File: src/rtl/hazard_scheduler.sv
// rtl/hazard_scheduler.sv - E/M/W hazard tracking, D-stage forward selects, stall and mult/div busy counter
module hazard_scheduler #(
    parameter int MULT_CYCLES = 5,
    parameter int DIV_CYCLES  = 10
) (
    input  logic       clk,
    input  logic       reset,
    input  logic [4:0] rs_d,
    input  logic [4:0] rt_d,
    input  logic [1:0] rs_tuse_d,
    input  logic [1:0] rt_tuse_d,
    input  logic [4:0] dst_d,
    input  logic [1:0] src_d,
    input  logic       md_start_d,
    input  logic       md_div_d,
    input  logic       md_use_d,
    output logic       stop,
    output logic [2:0] rs_data_d_to_reg_type,
    output logic [2:0] rt_data_d_to_reg_type,
    output logic       md_busy
);

    localparam logic [1:0] SRC_ALU = 2'd0;
    localparam logic [1:0] SRC_MEM = 2'd1;
    localparam logic [1:0] SRC_PC8 = 2'd2;

    localparam int MD_MAX = (DIV_CYCLES > MULT_CYCLES) ? DIV_CYCLES : MULT_CYCLES;
    localparam int CW     = $clog2(MD_MAX + 1);

    typedef struct packed {
        logic [4:0] dst;
        logic [1:0] src;
        logic [1:0] tnew;
    } stage_t;

    stage_t        e_q, m_q, d_entry;
    logic [4:0]    w_dst;
    logic [1:0]    w_tnew;
    logic [CW-1:0] md_cnt;
    logic [3:0]    rs_res, rt_res;
    logic          md_stall;

    function automatic logic [1:0] entry_tnew(input logic [1:0] src);
        case (src)
            SRC_ALU: return 2'd1;
            SRC_MEM: return 2'd2;
            default: return 2'd0;
        endcase
    endfunction

    function automatic logic [1:0] dec_sat(input logic [1:0] t);
        return (t == 2'd0) ? 2'd0 : t - 2'd1;
    endfunction

    // Returns {stall, select}; the youngest matching stage shadows older ones even when it stalls.
    function automatic logic [3:0] resolve(input logic [4:0] addr, input logic [1:0] tuse,
                                           input stage_t e, input stage_t m,
                                           input logic [4:0] wd, input logic [1:0] wt);
        logic       stall;
        logic [2:0] sel;
        stall = 1'b0;
        sel   = 3'd0;
        if (addr != 5'd0) begin
            if (e.dst == addr) begin
                stall = e.tnew > tuse;
                if (!stall && e.src == SRC_PC8) sel = 3'd1;
            end else if (m.dst == addr) begin
                stall = m.tnew > tuse;
                if (!stall) begin
                    case (m.src)
                        SRC_PC8: sel = 3'd2;
                        SRC_ALU: sel = 3'd3;
                        default: sel = 3'd0;
                    endcase
                end
            end else if (wd == addr) begin
                stall = wt > tuse;
                if (!stall) sel = 3'd4;
            end
        end
        return {stall, sel};
    endfunction

    always_comb begin
        d_entry               = {dst_d, src_d, entry_tnew(src_d)};
        rs_res                = resolve(rs_d, rs_tuse_d, e_q, m_q, w_dst, w_tnew);
        rt_res                = resolve(rt_d, rt_tuse_d, e_q, m_q, w_dst, w_tnew);
        md_busy               = md_cnt != '0;
        md_stall              = md_use_d && md_busy;
        stop                  = rs_res[3] | rt_res[3] | md_stall;
        rs_data_d_to_reg_type = rs_res[2:0];
        rt_data_d_to_reg_type = rt_res[2:0];
    end

    always_ff @(posedge clk or negedge reset) begin
        if (!reset) begin
            e_q    <= '0;
            m_q    <= '0;
            w_dst  <= '0;
            w_tnew <= '0;
            md_cnt <= '0;
        end else begin
            w_dst  <= m_q.dst;
            w_tnew <= dec_sat(m_q.tnew);
            m_q    <= {e_q.dst, e_q.src, dec_sat(e_q.tnew)};
            e_q    <= stop ? '0 : d_entry;
            if (md_start_d && !stop)
                md_cnt <= md_div_d ? CW'(DIV_CYCLES) : CW'(MULT_CYCLES);
            else if (md_cnt != '0)
                md_cnt <= md_cnt - CW'(1);
        end
    end

endmodule

File: config.mk
export PLATFORM = sky130hd
export DESIGN_NAME = hazard_scheduler
export DESIGN_NICKNAME = d
export VERILOG_FILES = /design/src/rtl/hazard_scheduler.sv
export SDC_FILE = /design/constraint.sdc
export NUM_CORES = 1
export LEC_CHECK = 0
export ABC_CLOCK_PERIOD_IN_PS = 5100
export CORE_ASPECT_RATIO = 1.5
export CORE_MARGIN = 3
export CORE_UTILIZATION = 55
export DETAILED_ROUTE_END_ITERATION = 7
export PLACE_DENSITY = 0.93
export SLEW_MARGIN = 20
export SYNTH_ARGS = -nofsm -noshare
export SYNTH_HDL_FRONTEND = slang
export SYNTH_SLANG_ARGS = --single-unit
File: constraint.sdc
create_clock -name clk -period 5.1 [get_ports clk]
set_clock_uncertainty 0.15 [all_clocks]
set_input_delay 0.51 -clock clk [delete_from_list [all_inputs] [get_ports clk]]
set_output_delay 0.51 -clock clk [all_outputs]
set_load 0.05 [all_outputs]
# Word level (Yosys, flattened, before mapping)
# Index checks and enable logic that the tools add are counted.
[op_classes] n_addsub=3 order_cmp=6 n_eq_ne=9 n_mux=30 bitwise_logic=2 reduce_logical=15
[ops] cell="$eq A5 B5 Y1" n=6
[ops] cell="$mux W3" n=10
[ops] cell="$gt A2 B2 Y1" n=6
[ops] cell="$mux W4" n=3
[ops] cell="$mux W1" n=10
[ops] cell="$reduce_bool A5 Y1" n=2
[ops] cell="$mux W9" n=1
[ops] cell="$logic_not A2 Y1" n=4
[ops] cell="$mux W2" n=4
[ops] cell="$pmux W2 S2" n=2
[ops] cell="$eq A2 B2 Y1 const B" n=2
[ops] cell="$logic_and A1 B1 Y1" n=4
[ops] cell="$reduce_bool A4 Y1" n=1
[ops] cell="$sub A2 B1 Y2 const B" n=2
[ops] cell="$sub A4 B1 Y4 const B" n=1
[ops] cell="$logic_not A1 Y1" n=3
[ops] cell="$eq A2 B1 Y1 const B" n=1
[ops] cell="$or A1 B1 Y1" n=2
[ops] cell="$reduce_bool A2 Y1" n=1
[totals] ff_bits=29 input_bits=26 output_inout_bits=8 word_cells=74

# Longest topological paths before layout
# Gate-level depths: netlist of run 1.
[depth] ltp_word=10 ltp_mapped=9 depth_no_buf=8

# Worst setup path before layout of run 1
# Ideal clock, no wire load.
[synth_timing] path_kind="input -> output" from="input rs_tuse_d[1]" to="output rs_data_d_to_reg_type[0]" arrival_time_ns=3.466 t_required_ns=4.440 slack_ns=0.974 path_stages=6 n_path_buf=0 cell_sequence="inv_1 -> ha_1 -> nor2b_1 -> o21ai_0 -> nor4b_1 -> o2bb2ai_1"
[synth_via] elab_chain_len=6 word_cells_on_any_way=9 cone_classes="2 x order compare; 5 x mux; 2 x reduce/logical"
[synth_lines] item="from (decl)" line_no="10" rtl="input logic [1:0] rs_tuse_d,"
[synth_lines] item="$gt A2 B2 Y1" line_no="65" rtl="stall = e.tnew > tuse;"
[synth_lines] item="$logic_not A1 Y1" line_no="66" rtl="if (!stall && e.src == SRC_PC8) sel = 3'd1;"
[synth_lines] item="$logic_and A1 B1 Y1" line_no="66"
[synth_lines] item="$mux W1" line_no="66"
[synth_lines] item="$mux W3 *" line_no="64" rtl="if (e.dst == addr) begin"
[synth_lines] item="$mux W3 *" line_no="63" rtl="if (addr != 5'd0) begin"
[synth_lines] item="to (decl)" line_no="18" rtl="output logic [2:0] rs_data_d_to_reg_type,"
# Mark *: on every way between the ends. The rest lies on a longest branch, timed or not.

# Worst setup path in the final report of run 1
[layout_timing] from="input rt_tuse_d[1]" to="output rt_data_d_to_reg_type[0]"
[layout_via] elab_chain_len=6 word_cells_on_any_way=9 cone_classes="2 x order compare; 5 x mux; 2 x reduce/logical"
[layout_lines] item="from (decl)" line_no="11" rtl="input logic [1:0] rt_tuse_d,"
[layout_lines] item="$gt A2 B2 Y1" line_no="65"
[layout_lines] item="$logic_not A1 Y1" line_no="66"
[layout_lines] item="$logic_and A1 B1 Y1" line_no="66"
[layout_lines] item="$mux W1" line_no="66"
[layout_lines] item="$mux W3 *" line_no="64"
[layout_lines] item="$mux W3 *" line_no="63"
[layout_lines] item="to (decl)" line_no="19" rtl="output logic [2:0] rt_data_d_to_reg_type,"
# Marked as above.

==> results.md, run 1 <==
- DIE HEIGHT: 75.9 um
- Worst skew pair latency: 0.28 ns
- CP endpoint kind: output pin
- Hold Crit Class: reg2reg
- Synth area leader: dfrtp_1
- Iteration-0 DRC count of the detailed router: 49
- CTS resizes: 0
- Max stage delay on crit path: between 0.8 and 0.9 ns
- VDD IR max: 0.322 mV
- Final period util: 81.5%
- Synth area leaders: dfrtp_1 (41%), ha_1 (9.8%), xor2_1 (8.8%), xnor2_1 (7.3%), inv_1 (3.4%)
- Die area: between 3000 and 4000 um^2
- Crit path DAT: 3.50 ns
- Status: finished clean
- Finished Core Util: 75.5%
- Slew Viols, Final: 0
- Postcts setup bufs: 0
- CTS tree: yes
- Worst Reg-to-Reg Cells: 8
- Synth cell types: 34
- Startpoint Class: input pin
- Drt wl/cell: 14.1 um
- Syn Area/Cell: 10.1 um^2
- FILL cells: 213
- Initial antenna violation count: 0
- Final wirelength: 3620 um
- Data required, critical path: 4.44 ns
- P per Cell Area: 358 nW/um^2
- Setup Viol. Count Final: 0
- Clock transition at path regs: 0.06 ns
- Mapped Nets: 217
- Ant. Diodes: 0
- Worst-path cell chain: clkdlybuf4s50_1 -> inv_1 -> ha_1 -> nor2b_1 -> o21ai_0 -> or3b_1 -> or3_1 -> a21oi_1 -> clkdlybuf4s50_1
- Final net count: 257
- GRT Util Overall: 21.5%
- Hold buffer count at CTS: 0
- Worst path slowest cell: clkdlybuf4s50_1
- #FFs+latches synth: 29
- Vias in the first global route: 1,407
- Inserted Clock Buffers: 5
- Top cell type's share of synthesized area: roughly two fifths
- Antenna Nets Post-Route: 0
- First-pass GRT wire length: 6210 um
- DRC viols: 0
- Largest net degree at the start of global routing: 30
- Gate count after technology mapping: between 150 and 200
- Core Region: 3000 um^2
- Row cnt: 24
- Least-Margin Pin Slew: 0.502 ns
- Grt ovf: 0
- Synthesized area: between 1500 and 2000 um^2
- Yosys Warn Count: 0
- Setup CP Type: in2out
- Worst-path fanout max: 3
- Setup TNS: 0 ns
- LEAKAGE: 1.05 nW
- Gp weighted congestion: 0.840
- IO Pins: 34
- Most frequent cells in the layout: clkdlybuf4s50_1 (33), dfrtp_1 (29), xor2_1 (18)
- Sequential Area: 726 um^2
- Die X-Extent: 52.6 um
- Vias per cell: around 5.4
- Port bufs: 33
- DR vias: 1,383
- Root Driver: clkbuf_8
- Commonest non-fill, non-tap cell in the layout: clkdlybuf4s50_1
- Fraction of layout cells with a size suffix above 1: 6.45%
- WHS: 0.235 ns
- H-tree level count: 2
- Max cap viols: 0
- Post-synth EDFFs: 0
- Synth-to-layout area growth: 26.8%
- Max Clk Rate: roughly 240 MHz
- CTS Sinks: 29
- Max_slew headroom: 66.4%
- Crit path max-delay family: buffers and inverters
- Hold depth: 0
- RSZ-0062 raised after global routing: false
- Critical Path Most Common Cell: clkdlybuf4s50_1
- Most used DFF post-synth: dfrtp_1
- Sequential cell area fraction in the yosys report: around two fifths
- Final Hold Fails: 0
- Post-synth ARST share: 100%
- Final HPWL DP: 2850 um
- Clk buf depth: 2
- Initial core utilization: 59.6%
- Total stage count of the critical path: 9
- CP bufs+invs: 3
- First-pass DRT Iterations: 4
- Area of the multi-input gates: 992 um^2
- Fin crit period: 4.16 ns
## where the power goes
part           leakage, nW  internal [mW]  switching (mW)
clock               0.0540          0.142          0.0846
combinational        0.623          0.126           0.144
sequential           0.374          0.276          0.0406
total                 1.05          0.544           0.269
## worst reg2reg max path, cell delays in order, from the launching register on
cell and delay (ns):
dfrtp_1 0.41, inv_1 0.09, ha_1 0.13, or3b_1 0.48, and2_4 0.22, a21oi_1 0.16
o221a_4 0.25, o221ai_4 0.16, mux2i_1 0.16
## per-stage QoR
step           instances  setup WS (ns)  power, mW  cell area (um^2)
2_1_floorplan        177          0.974      0.510              1790
3_3_place_gp         249           1.05      0.576              2160
3_5_place_dp         249           1.02      0.588              2160
4_1_cts              256          0.991      0.822              2270
5_1_grt              256          0.894      0.866              2270
6_report             256          0.942      0.813              2270
## routing by layer
layer | routed length, um | up-vias | track usage [%] | share of wire, %
li1 | - | 674 | - | -
met1 | 1390 | 655 | 24.6 | 38
met2 | 1970 | 45 | 37.7 | 54
met3 | 181 | 9 | 4.89 | 5.0
met4 | 81 | 0 | 9.66 | 2.2
met5 | 0 | - | 0 | 0
## cell usage after synthesis, types with 2 or more instances
library cell   n
xnor2_1       15
nor3b_1        2
nand4b_1       2
nand3_1        3
and2_1         2
or3b_1         2
nor2b_1        8
o21ai_0        8
inv_1         16
nor3_1         6
ha_1          14
mux2i_1        4
dfrtp_1       29
a21oi_1        3
xor2_1        18
nand2_1       15
nor2_1        13
## layout make-up
cell class	instances	area share, %
Clock buffer	5	3.03
Clock inverter	2	1.54
Inverter	16	2.65
Multi-Input combinational cell	131	43.7
Sequential cell	29	32.0
Tap cell	39	2.15
Timing Repair Buffer	34	14.9
## worst paths after layout
| check | from | to | slack (ns) |
|---|---|---|---|
| max | rt_tuse_d[1] | rt_data_d_to_reg_type[0] | 0.94 |
| min | e_q[2] | m_q[2] | 0.23 |
| max reg2reg | md_cnt[0] | md_cnt[0] | 2.76 |
| min reg2reg | e_q[2] | m_q[2] | 0.23 |
| max in group asynchronous | reset | md_cnt[3] | 4.07 |
| min in group asynchronous | reset | m_q[7] | 0.46 |
## sequential cells by signal (all words and copies together), names as in the netlist
register,cells
m_q,9
md_cnt,4
w_dst,5
e_q,9
w_tnew,2
## cells by family after synthesis
kind of cell | Yosys count | synth area share (%)
buffers and inverters | 17 | 3.99
adder cells (fa/ha/maj) | 14 | 9.79
AO/OA/AOI/OAI | 19 | 9.30
flip-flops | 29 | 40.6
XOR/XNOR | 33 | 16.2
multiplexers | 4 | 2.24
AND/OR/NAND/NOR | 61 | 18.0
Power figures use the tool's default switching activity.
==> inputs of run 2 (changes only) <==
Settings changed: ABC_CLOCK_PERIOD_IN_PS 5100 to 3500, CORE_UTILIZATION 55 to 47, PLACE_DENSITY 0.93 to 0.85.
Clock period 5.1 ns to 3.5 ns, I/O delays scaled along.
==> results.md, run 2 (synthesis results as in run 1) <==
- Drt wl/cell: 13.1 um (-7.5%)
- Slew Viols, Final: 0 (unchanged)
- CTS resizes: 0 (unchanged)
- CTS Sinks: 29 (unchanged)
- Final net count: 257 (unchanged)
- LEAKAGE: 1.07 nW (+1.7%)
- Max cap viols: 0 (unchanged)
- Hold Crit Class: reg2reg
- M1 wire length: 1400 um (+0.94%)
- Pre-CTS WS: 0.314 ns (-0.710 ns)
- Final Hold Fails: 0 (unchanged)
- Hold buffer count at CTS: 0 (unchanged)
- Fraction of layout cells with a size suffix above 1: 10.1% (+3.6 points)
- Inserted Clock Buffers: 5 (unchanged)
- Commonest non-fill, non-tap cell in the layout: dfrtp_1
- First-pass DRT Iterations: 4 (unchanged)
- IO Pins: 34 (unchanged)
- Antenna Nets Post-Route: 0 (unchanged)
- Root Driver: clkbuf_8
- Placed cell area: 2180 um^2 (+0.92%)
- Initial antenna violation count: 0 (unchanged)
- Postcts setup bufs: 0 (unchanged)
- Data required, critical path: 3.00 ns (-1.44 ns)
- P per Cell Area: 499 nW/um^2 (+39%)
- RSZ-0062 raised after global routing: false
- Top Layer Used: met4
- Most frequent cells in the layout: dfrtp_1 (29), clkdlybuf4s50_1 (27), xor2_1 (18)
- Final HPWL DP: 2830 um (-0.88%)
- Status: finished clean
- DR WL met2: 1760 um (-11%)
- Row cnt: 26 (+8.3%)
- Core Region: 3550 um^2 (+18%)
- Vias in the first global route: 1,367 (-2.8%)
- Grt ovf: 0 (unchanged)
- Startpoint Class: input pin
- GRT Util Overall: 16.7% (-4.8 points)
- First-pass GRT wire length: 5870 um (-5.5%)
- CTS tree: yes
- Die X-Extent: 56.4 um (+7.2%)
- Final cell count without fillers: 260 (+1.6%)
- Met3 WL: 168 um (-7.2%)
- Iteration-0 DRC count of the detailed router: 13 (-73%)
- Worst-path fanout max: 3 (unchanged)
- DRC viols: 0 (unchanged)
- Crit path DAT: 2.70 ns (-0.80 ns)
- Die area: 4600 um^2 (+15%)
- Final period util: 91.4%
- Gp weighted congestion: 0.791 (-5.8%)
- Setup TNS: 0 ns (unchanged)
- CP endpoint kind: output pin
- Max Clk Rate: roughly 310 MHz
- VDD IR max: 0.415 mV (+29%)
- Ant. Diodes: 0 (unchanged)
- Fin crit period: 3.20 ns
- Worst skew pair latency: 0.28 ns (about the same)
- Setup Viol. Count Final: 0 (unchanged)
- H-tree level count: 2 (unchanged)
- DR vias: 1,322 (-4.4%)
- Worst setup margin: 0.300 ns (-0.642 ns)
- Port bufs: 33 (unchanged)
- Synth-to-layout area growth: 27.5%
- WHS: 0.243 ns (+0.00870 ns)
- Setup CP Type: in2out
- DIE HEIGHT: 81.6 um (+7.5%)
- Biggest regs: e_q x9, m_q x9, w_dst x5
- Cell count after placement: 252 (+1.2%)
- Largest net degree at the start of global routing: 30 (unchanged)
- Initial core utilization: 50.5% (-9.1 points)
- Clock transition at path regs: 0.07 ns (about the same)
- Fin area: 2280 um^2 (+0.55%)
- Least-Margin Pin Slew: 0.497 ns (-0.00470 ns)
- Vias per cell: 5.08 (-5.9%)
- Max_slew headroom: 66.8% (+0.31 points)
- Final wirelength: 3400 um (-6.0%)
- Clk buf depth: 2 (unchanged)
[run 2: per-layer routing]
layer / vias to the layer above / GRT usage [%]
met5: - / 0
met4: 0 / 7.84
met3: 8 / 4.72
met2: 27 / 29.2
met1: 616 / 18.9
li1: 671 / -
[run 2: worst paths after layout]
| path | start | end | slack (ns) | cells after the start |
|---|---|---|---|---|
| max | rt_tuse_d[1] | rt_data_d_to_reg_type[0] | 0.30 | 9 |
| max in group asynchronous | reset | e_q[2] | 2.63 | 2 |
| min in group asynchronous | reset | w_tnew[0] | 0.30 | 2 |
| max reg2reg | md_cnt[0] | md_cnt[1] | 1.20 | 8 |
| min reg2reg | e_q[2] | m_q[2] | 0.24 | 0 |
| min | e_q[2] | m_q[2] | 0.24 | 0 |
[run 2: stage by stage]
step | total power [mW] | utilization [%]
2_1_floorplan | 0.743 | -
3_3_place_gp | 0.851 | 61.6
3_5_place_dp | 0.865 | 61.6
4_1_cts | 1.15 | 64.3
5_1_grt | 1.22 | 64.3
6_report | 1.14 | 64.3
[run 2: worst max-delay path, cell delays in order]
cell and delay [ns]:
clkdlybuf4s50_1 0.45, inv_1 0.07, ha_1 0.30, nor2b_1 0.13, o21ai_0 0.19, or3b_1 0.40
or3_1 0.35, a21oi_1 0.28, buf_12 0.18
[run 2: cell type report]
type | count | area (um^2)
Timing Repair Buffer | 34 | 348
Multi-Input combinational cell | 131 | 998
Sequential cell | 29 | 726
Fill cell | 284 | 1260
Inverter | 16 | 60.1
Clock inverter | 2 | 13.8
Clock buffer | 6 | 82.6
Tap cell | 42 | 52.6
[run 2: power by group]
group / internal, mW / switching (mW)
clock: 0.159 / 0.123
sequential: 0.403 / 0.0577
combinational: 0.192 / 0.203
==> inputs of run 3 (changes only) <==
--- a/config.mk
+++ b/config.mk
@@ -7,2 +7,3 @@
 export LEC_CHECK = 0
+export ABC_AREA = 1
 export ABC_CLOCK_PERIOD_IN_PS = 3500
@@ -10,3 +11,3 @@
 export CORE_MARGIN = 3
-export CORE_UTILIZATION = 47
+export CORE_UTILIZATION = 48
 export DETAILED_ROUTE_END_ITERATION = 7
--- a/constraint.sdc
+++ b/constraint.sdc
@@ -4,2 +4,2 @@
 set_output_delay 0.35 -clock clk [all_outputs]
-set_load 0.05 [all_outputs]
+set_load 0.005 [all_outputs]
==> results.md, run 3 <==
- Synth area leaders: dfrtp_1 (36%), nand2_1 (12%), inv_1 (9.5%), ha_1 (8.7%), nor2_1 (6.5%)
- Placed cell area: 2410 um^2 (+10%)
- Sequential cell area fraction in the yosys report: 36.0% (-4.6 points)
- Post-synth ARST share: 100% (unchanged)
- Ant. Diodes: 0 (unchanged)
- Worst path slowest cell: clkdlybuf4s50_1
- Drt wl/cell: 11.9 um (-9.2%)
- Postcts setup bufs: 0 (unchanged)
- Setup slack, reg-to-reg: 1.44 ns (+0.24 ns)
- P per Cell Area: 444 nW/um^2 (-11%)
- IO Pins: 34 (unchanged)
- Hold buffer count at CTS: 0 (unchanged)
- CTS Sinks: 29 (unchanged)
- Final wirelength: 4190 um (+23%)
- Critical path startpoint: rs_tuse_d[1]
- Crit path max-delay family: buffers and inverters
- CP endpoint kind: output pin
- Post-synth EDFFs: 0 (unchanged)
- Mapped Nets: 306 (+41%)
- Die X-Extent: 58.9 um (+4.5%)
- DR vias: 1,743 (+32%)
- Synth area leader: dfrtp_1
- Synth cell types: 31 (-8.8%)
- Clk buf depth: 2 (unchanged)
- Slew Viols, Final: 0 (unchanged)
- Setup CP Type: in2out
- Largest net degree at the start of global routing: 30 (unchanged)
- DIE HEIGHT: 85.4 um (+4.7%)
- Most frequent cells in the layout: nand2_1 (63), inv_1 (51), nor2_1 (35)
- Hold Crit Class: reg2reg
- Data required, critical path: 3.00 ns (about the same)
- Sw Pwr: 0.399 mW (+4.1%)
- Final period util: 87.5% (-3.9 points)
- CP bufs+invs: 4 (+1)
- CTS tree: yes
- Worst Reg-to-Reg Cells: 11 (+3)
- Final net count: 347 (+35%)
- Antenna Nets Post-Route: 0 (unchanged)
- Final Hold Fails: 0 (unchanged)
- Vias per cell: 4.94 (-2.9%)
- FILL cells: 363 (+28%)
- H-tree level count: 2 (unchanged)
- Fraction of layout cells with a size suffix above 1: 11.4% (+1.3 points)
- Setup Viol. Count Final: 0 (unchanged)
- #FFs+latches synth: 29 (unchanged)
- Clock share of power: 23.8% (-0.9 points)
- Cell count after placement: 345 (+37%)
- Reg power frac: 41.0% (+0.5 points)
- Synthesized area: 2020 um^2 (+13%)
- Initial antenna violation count: 0 (unchanged)
- Most used DFF post-synth: dfrtp_1
- Startpoint Class: input pin
- First-pass DRT Iterations: 4 (unchanged)
- Root Driver: clkbuf_8
- Max stage delay on crit path: 0.47 ns (+0.02 ns)
- Port bufs: 33 (unchanged)
- Finished Core Util: 62.4% (-1.9 points)
- Gp weighted congestion: 0.902 (+14%)
- Setup TNS: 0 ns (unchanged)
- CP Capture Point: stop
- Final cell count without fillers: 353 (+36%)
- Syn Area/Cell: 7.58 um^2 (-25%)
- VDD IR max: 0.540 mV (+30%)
- Internal: 0.707 mW (-6.2%)
- LEAKAGE: 1.31 nW (+22%)
- R2R Path End: md_cnt[1]
- Status: finished clean
- Max cap viols: 0 (unchanged)
- Most numerous cell in the Yosys netlist: nand2_1
- Tot Pwr: 1.11 mW (-2.7%)
- Synth-to-layout area growth: 23.6%
- CTS resizes: 0 (unchanged)
- Inserted Clock Buffers: 5 (unchanged)
- RSZ-0062 raised after global routing: false
- Worst skew pair latency: 0.29 ns (about the same)
- Least-Margin Pin Slew: 0.425 ns (-0.0722 ns)
- Worst-path fanout max: 10 (+7)
- Worst setup margin: 0.436 ns (+0.136 ns)
- Max Clk Rate: 326 MHz (+4.4%)
- Sw Share: 36.1% (+2.4 points)
- Yosys Warn Count: 0 (unchanged)
- WHS: 0.226 ns (-0.0174 ns)
- Grt ovf: 0 (unchanged)
- Worst R2R Start: m_q[1]
- Worst-path cell chain: clkdlybuf4s50_1 -> inv_1 -> ha_1 -> inv_1 -> nor2_1 -> o21ai_0 -> nor2_1 -> nand2_1 -> nand2_4 -> a21oi_4 -> nand2_4 -> clkdlybuf4s50_1
- GRT Util Overall: 19.1% (+2.4 points)
- Commonest non-fill, non-tap cell in the layout: nand2_1
- Pre-CTS WS: 0.433 ns (+0.120 ns)
- Fin area: 2490 um^2 (+9.3%)
- Logic pwr share: 35.2% (+0.4 points)
- Clock transition at path regs: 0.06 ns (about the same)
- Die area: 5030 um^2 (+9.4%)
- Crit path DAT: 2.56 ns (-0.14 ns)
- DRC viols: 0 (unchanged)
- Initial core utilization: 50.5% (about the same)
- Post-synth top cells: nand2_1 (63), inv_1 (51), nor2_1 (35)
- Core Region: 3990 um^2 (+13%)
- Gate count after technology mapping: 266 (+50%)
- Top cell type's share of synthesized area: 36.0% (-4.6 points)
- Row cnt: 28 (+7.7%)
- Max_slew headroom: 71.4% (+4.7 points)
- Vias in the first global route: 1,816 (+33%)
- Fin crit period: 3.06 ns (-0.136 ns)
- Biggest regs: e_q x9, m_q x9, w_dst x5
- Iteration-0 DRC count of the detailed router: 47 (+34)
- Final HPWL DP: 3470 um (+23%)
- Total stage count of the critical path: 12 (+3)
- First-pass GRT wire length: 7390 um (+26%)
-- run 3: cell count changes in the layout (fill, tap and decap cells not counted), sizes merged, moves of 4 or more --
| cell | delta |
|---|---|
| a21oi | +6 |
| buf | -6 |
| clkdlybuf4s50 | +6 |
| inv | +40 |
| mux2i | -4 |
| nand2 | +55 |
| nand3 | +6 |
| nand4 | +4 |
| nor2 | +27 |
| nor2b | -8 |
| xnor2 | -8 |
| xor2 | -11 |
-- run 3: worst min-delay path by stage --
stage / start / slack (ns) / end / cells past startpoint
3_3_place_gp: e_q[2] / 0.21 / m_q[2] / 0
4_1_cts: e_q[3] / 0.23 / m_q[3] / 0
3_5_place_dp: e_q[3] / 0.21 / m_q[3] / 0
2_1_floorplan: reset / -0.1 / e_q[0] / 0
6_report: e_q[3] / 0.23 / m_q[3] / 0
5_1_grt: e_q[3] / 0.23 / m_q[3] / 0
-- run 3: power groups by stage --
stage          sequential [mW]  combinational, mW  clock [mW]
4_1_cts                  0.453              0.395       0.272
3_3_place_gp             0.456              0.375           0
2_1_floorplan            0.446              0.273           0
3_5_place_dp             0.459              0.392           0
5_1_grt                  0.463              0.449       0.285
6_report                 0.453              0.390       0.263
-- run 3: layer usage --
layer,vias to the layer above,share of wire [%],track usage [%],routed length [um]
li1,896,-,-,-
met1,800,41,21.3,1720
met2,35,52,33.1,2180
met3,12,3.7,4.11,157
met4,0,3.1,9.69,132
met5,-,0,0,0
-- run 3: final cells by class --
cell class                 count  area (um^2)  area share (%)
inverter                      56          210            8.43
sequential                    29          726            29.1
multi-input combinational    181         1080            43.3
clock inverter                 2         10.0           0.402
clock buffer                   6         72.6            2.91
timing repair buffer          34          338            13.6
tap                           45         56.3            2.26
-- run 3: cells by family after synthesis --
logic type	Yosys count	share of synthesized area [%]
adder cells (fa/ha/maj)	14	8.69
AND/OR/NAND/NOR	135	32.8
buffers and inverters	56	10.4
AO/OA/AOI/OAI	18	5.96
XOR/XNOR	14	6.08
flip-flops	29	36.0
